<file path="src/rtl/servo_angle_ramp.sv">
// servo_angle_ramp
// Command front end for the servo PWM generator. An angle command is clamped,
// scaled to a pulse width with a 16-step restoring divider, and the pulse width
// handed to the PWM stage is slewed toward it by at most STEP_TICKS per frame.
//
// state | meaning
// ------+-------------------------------------------------------------
// IDLE  | pulse width equals target, ready for a command
// CALC  | divider running, commands held off, ramp keeps old target
// TRACK | pulse width slewing toward target, ready for a command
module servo_angle_ramp #(
    parameter int MIN_TICKS  = 25,
    parameter int MAX_TICKS  = 125,
    parameter int ANGLE_MAX  = 180,
    parameter int STEP_TICKS = 2
) (
    input  logic       clk,
    input  logic       resetn,
    input  logic       cmd_valid,
    output logic       cmd_ready,
    input  logic [7:0] cmd_angle,
    input  logic       frame_tick,
    output logic [9:0] pulse_ticks,
    output logic       at_target
);

    localparam int SPAN = MAX_TICKS - MIN_TICKS;
    localparam int MID  = (MIN_TICKS + MAX_TICKS) / 2;

    localparam logic [9:0]  MIN_T  = 10'(MIN_TICKS);
    localparam logic [9:0]  MID_T  = 10'(MID);
    localparam logic [9:0]  STEP_T = 10'(STEP_TICKS);
    localparam logic [7:0]  AMAX_A = 8'(ANGLE_MAX);
    localparam logic [8:0]  DIV9   = 9'(ANGLE_MAX);
    localparam logic [15:0] SPAN16 = 16'(SPAN);

    typedef enum logic [1:0] {
        IDLE  = 2'd0,
        CALC  = 2'd1,
        TRACK = 2'd2
    } state_t;

    state_t      state;
    state_t      state_next;

    logic [9:0]  target_ticks;
    logic [9:0]  cur_ticks;
    logic [9:0]  cur_next;

    // Dividend bits shift out of the top while quotient bits shift in at the
    // bottom, so after 16 steps this register holds the quotient.
    logic [15:0] shreg;
    logic [7:0]  rem;
    logic [3:0]  iter_cnt;

    logic [7:0]  angle_clamped;
    logic [15:0] product;
    logic [8:0]  rem_shift;
    logic        q_bit;
    logic [9:0]  tgt_calc;
    logic        load;
    logic        calc_done;

    // Clamp the command angle and form the scaled product for the divider.
    always_comb begin
        angle_clamped = (cmd_angle > AMAX_A) ? AMAX_A : cmd_angle;
        product       = 16'(angle_clamped) * SPAN16;
    end

    // One restoring division step; the remainder stays below ANGLE_MAX.
    always_comb begin
        rem_shift = {rem, shreg[15]};
        q_bit     = (rem_shift >= DIV9);
        tgt_calc  = MIN_T + 10'({shreg[14:0], q_bit});
    end

    // Slew toward the registered target on each frame, clipping the last step.
    always_comb begin
        cur_next = cur_ticks;
        if (frame_tick) begin
            if (cur_ticks < target_ticks) begin
                if ((target_ticks - cur_ticks) > STEP_T) begin
                    cur_next = cur_ticks + STEP_T;
                end else begin
                    cur_next = target_ticks;
                end
            end else if (cur_ticks > target_ticks) begin
                if ((cur_ticks - target_ticks) > STEP_T) begin
                    cur_next = cur_ticks - STEP_T;
                end else begin
                    cur_next = target_ticks;
                end
            end
        end
    end

    // Next-state and handshake decode.
    always_comb begin
        state_next = state;
        load       = 1'b0;
        calc_done  = 1'b0;
        cmd_ready  = 1'b0;
        at_target  = 1'b0;
        case (state)
            IDLE: begin
                cmd_ready = 1'b1;
                at_target = 1'b1;
                if (cmd_valid) begin
                    load       = 1'b1;
                    state_next = CALC;
                end
            end
            CALC: begin
                if (iter_cnt == 4'd0) begin
                    calc_done = 1'b1;
                    // Compare against the post-ramp value so a frame landing on
                    // the final step cannot leave IDLE with a stale match.
                    state_next = (tgt_calc == cur_next) ? IDLE : TRACK;
                end
            end
            TRACK: begin
                cmd_ready = 1'b1;
                if (cmd_valid) begin
                    load       = 1'b1;
                    state_next = CALC;
                end else if (cur_ticks == target_ticks) begin
                    state_next = IDLE;
                end
            end
            default: begin
                state_next = IDLE;
            end
        endcase
    end

    // State register.
    always_ff @(posedge clk or negedge resetn) begin
        if (!resetn) begin
            state <= IDLE;
        end else begin
            state <= state_next;
        end
    end

    // Pulse width and target registers.
    always_ff @(posedge clk or negedge resetn) begin
        if (!resetn) begin
            cur_ticks    <= MID_T;
            target_ticks <= MID_T;
        end else begin
            cur_ticks <= cur_next;
            if (calc_done) begin
                target_ticks <= tgt_calc;
            end
        end
    end

    // Divider datapath: load on accept, then one step per CALC cycle.
    always_ff @(posedge clk or negedge resetn) begin
        if (!resetn) begin
            shreg    <= 16'd0;
            rem      <= 8'd0;
            iter_cnt <= 4'd0;
        end else if (load) begin
            shreg    <= product;
            rem      <= 8'd0;
            iter_cnt <= 4'd15;
        end else if (state == CALC) begin
            shreg <= {shreg[14:0], q_bit};
            rem   <= 8'(q_bit ? (rem_shift - DIV9) : rem_shift);
            if (iter_cnt != 4'd0) begin
                iter_cnt <= iter_cnt - 4'd1;
            end
        end
    end

    assign pulse_ticks = cur_ticks;

endmodule

</file>
<file path="config.mk">
export PLATFORM = sky130hd
export DESIGN_NAME = servo_angle_ramp
export DESIGN_NICKNAME = d
export VERILOG_FILES = /design/src/rtl/servo_angle_ramp.sv
export SDC_FILE = /design/constraint.sdc
export NUM_CORES = 1
export LEC_CHECK = 0
export ABC_AREA = 1
export BUFFER_PORTS_ARGS = -buffer_cell sky130_fd_sc_hd__clkbuf_2
export CELL_PAD_IN_SITES_DETAIL_PLACEMENT = 0
export CELL_PAD_IN_SITES_GLOBAL_PLACEMENT = 1
export CORE_ASPECT_RATIO = 2
export CORE_UTILIZATION = 32
export DETAILED_ROUTE_END_ITERATION = 8
export HOLD_SLACK_MARGIN = 0.05
export MAX_ROUTING_LAYER = met4
export PLACE_DENSITY_LB_ADDON = 0.1
export SLEW_MARGIN = 20
export SYNTH_ARGS = -nofsm -noshare
export SYNTH_HDL_FRONTEND = slang
export SYNTH_SLANG_ARGS = --single-unit
</file>
<file path="constraint.sdc">
create_clock -name clk -period 3.5 [get_ports clk]
set_input_delay 0 -clock clk [delete_from_list [all_inputs] [get_ports clk]]
set_output_delay 0 -clock clk [all_outputs]
set_load 0.05 [all_outputs]
</file>
==> results.ini <==
[routing]
drt_iter0_drc = 163
routed_wl_um = 17200
drc = 0
wire_per_inst_um = 15.9
first_pass_iters = 4
dr_total_vias = 5272
drtAntennaViolNets = 0
avgViaCountPerCell = 4.88

[floorplan]
fp.coreArea_um2 = 15500
rows = 64
fp.dieH_um = 180
start_util = 0.330
fp.dieW_um = 91.2
io-pin-count = 24
die_area_um2 = 16500

[place]
hpwl_um = 14400
routabilityCongestion = 0.912
post-place-cells = 1063
io_buffer_count = 23

[logic_synthesis]
netlist_top_cells_count = 222 x nand2_1, 128 x inv_1, 70 x nand3_1
avgSynthCellArea_um2 = 6.62
synth_mux_area_frac = 0
yosys.area.top_type_share = 0.206
yosysTopAreaCell = dfrtp_1
synth-compound-area-share = 0.107
synth_async_sr_flop_share = 1.00
synth.cell_area_um2 = 5090
synthSimpleGateAreaFrac = 0.349
synth_top_family_by_area = simple AND/OR/NAND/NOR gates
synth_xor_area_frac = 0.0344
ys_ff_latch = 50
synth_cells = 769
yosysSeqAreaShare = 0.248
yosysWarnings = 0
syn_nets = 837
synth_cell_types = 43
synthTopCellsByArea = dfrtp_1 21%, nand2_1 16%, ha_1 13%
synthFlopType = dfrtp_1
yosys.area_share.adder = 0.145
yosysMostFrequentCell = nand2_1
synth_edf_count = 0

[critical_path]
worst-path-max-fanout = 3
critPathTopFamily = simple AND/OR/NAND/NOR gates
path_class = register to register
cpMostUsedCell = nand2_1
crit_chain = inv_2 > ha_4 > inv_4 > fa_2 > inv_2 > nor2_1 > nor2_1 > nand3_1 > nor2_2 > nand2_2 > nor2_4 > buf_6 > nand4_1 > nand3_1 > nand4_1 > nand2_1 > nand2_1 > nand2_2 > nand2_2 > nor2_2 > nand3_1 > nand2_1 > nand2_1
critical_path_buf_inv_count = 4
end_kind = register
crit_path_top_delay_cell = dfstp_2
arrival_ns = 3.59
required_ns = 3.69
cp-start-kind = register
slowest_delay_ns = 0.55

[timing]
period_needed_ns = 3.40
finalCritPeriodShare = 0.972
finalHoldViolations = 0
final-max-slew-violation-count = 0
worst_pin_slew_ns = 0.722
max-slew-margin-rel = 0.517
skew_ns = 0.00561
clock.fmax_ghz = 0.294
rsz0062_at_grt = true
setup_viol = 0

[finish]
synthToLayoutAreaGrowth_pct = 27.3
drive_gt1_frac = 0.224
final_nets = 950
antenna-diode-count = 0
final_cells = 1081

[clock_network]
cts_max_level = 2
cts_tree = built
cts_inserted_buffers = 5
clock-sinks = 50
clk_pin_slew_ns = 0.07
clkLatencyLatePin_ns = 0.30
root_buffer = clkbuf_16
cts_buffer_depth = 2

[global_route]
grt_pass1_vias = 5469
grt_max_degree = 40
track_usage = 0.217
grt_pass1_wl_um = 26600
antenna_found_initial = 0
overflow = 0

[run]
max_cap_viol_count = 0

[status]
status = finished clean

[min_path]
hp-class = primary input to asynchronous set/reset pin

==> worst register-to-register path, stage by stage (launching register included) <==
cell	delay, ns
dfstp_2	0.55
inv_2	0.05
ha_4	0.15
inv_4	0.05
fa_2	0.43
inv_2	0.05
nor2_1	0.03
nor2_1	0.12
nand3_1	0.10
nor2_2	0.14
nand2_2	0.12
nor2_4	0.23
buf_6	0.14
nand4_1	0.21
nand3_1	0.14
nand4_1	0.14
nand2_1	0.12
nand2_1	0.06
nand2_2	0.06
nand2_2	0.07
nor2_2	0.10
nand3_1	0.06
nand2_1	0.10
nand2_1	0.06
==> metrics by stage <==
step | hold WS, ns | TNS, ns | instance area [um2] | utilization | setup WS (ns)
floorplan | -0.296 | 0 | 5110 | - | 0.0374
global placement | -0.102 | -0.708 | 6070 | 0.393 | -0.285
detailed placement | -0.102 | -1.14 | 6070 | 0.393 | -0.366
CTS | 0.117 | 0 | 6230 | 0.403 | 0.0166
global route | 0.152 | -0.185 | 6480 | 0.420 | -0.129
finish | 0.114 | 0 | 6480 | 0.420 | 0.0989
==> flip-flops by register name, indices dropped and copies added (netlist names) <==
register / cells
shreg: 16
pulse_ticks: 10
target_ticks: 10
rem: 8
iter_cnt: 4
state: 2
==> cell usage in the layout (no fill, tap or decap), drive strengths merged, types with 2 or more instances in the layout <==
master,count
o22ai,8
nand2,232
inv,128
clkbuf,30
nand3,72
ha,51
xor2,18
o221ai,6
clkinvlp,2
nand4,12
buf,99
a21oi,26
nor3,14
xnor2,2
nor2,57
dfrtp,42
o32ai,2
dlygate4sd3,2
a31oi,3
fa,5
nor4,4
o211ai,2
nand3b,9
o21ai,42
dfstp,8
==> cells by family (layout without fill, tap and decap cells) <==
group                    count (synthesis)  in the layout
AO/OA/AOI/OAI                           94             94
XOR/XNOR                                20             20
adder cells (fa/ha/maj)                 56             56
buffers and inverters                  149            262
flip-flops                              50             50
AND/OR/NAND/NOR                        400            401
==> worst paths after layout <==
kind,endpoint,start,cells after the start,slack [ns]
worst min register to register,target_ticks[9]$_DFFE_PN0P_,target_ticks[9]$_DFFE_PN0P_,2,0.48
worst min-delay path,rem[5]$_DFFE_PN0P_,resetn,2,0.11
worst max register to register,state[1]$_DFFE_PN0P_,target_ticks[0]$_DFFE_PN1P_,23,0.1
max in group asynchronous,target_ticks[6]$_DFFE_PN1P_,resetn,3,2.55
worst max-delay path,state[1]$_DFFE_PN0P_,target_ticks[0]$_DFFE_PN1P_,23,0.1
min in group clk,pulse_ticks[3]$_DFF_PN1_,frame_tick,5,0.17
==> timing repair <==
item | in CTS | in global routing
hold buffers | 2 | 0
setup buffers | 0 | 7
endpoints found under the hold margin | 12 | 0
resized for setup | 2 | 52
pin swaps | 1 | 43
setup endpoints to repair | 3 | 5
cloned | 0 | 1
==> area by class of cell <==
class / instances / area (um2)
tap: 198 / 248
timing repair buffer: 124 / 922
clock buffer: 7 / 133
multi-input combinational: 571 / 3420
inverter: 130 / 494
sequential: 50 / 1260
fill: 1681 / 8970
clock inverter: 1 / 7.51
==> metal layers <==
layer,track usage,up-vias,part of all wire
li1,-,2694,-
met1,0.171,2466,0.31
met2,0.465,73,0.62
met3,0.0139,39,0.011
met4,0.117,0,0.053
met5,-,-,0
Power is not shown: default switching activity piles up to over one toggle a cycle in this logic, so the estimate is an artifact.
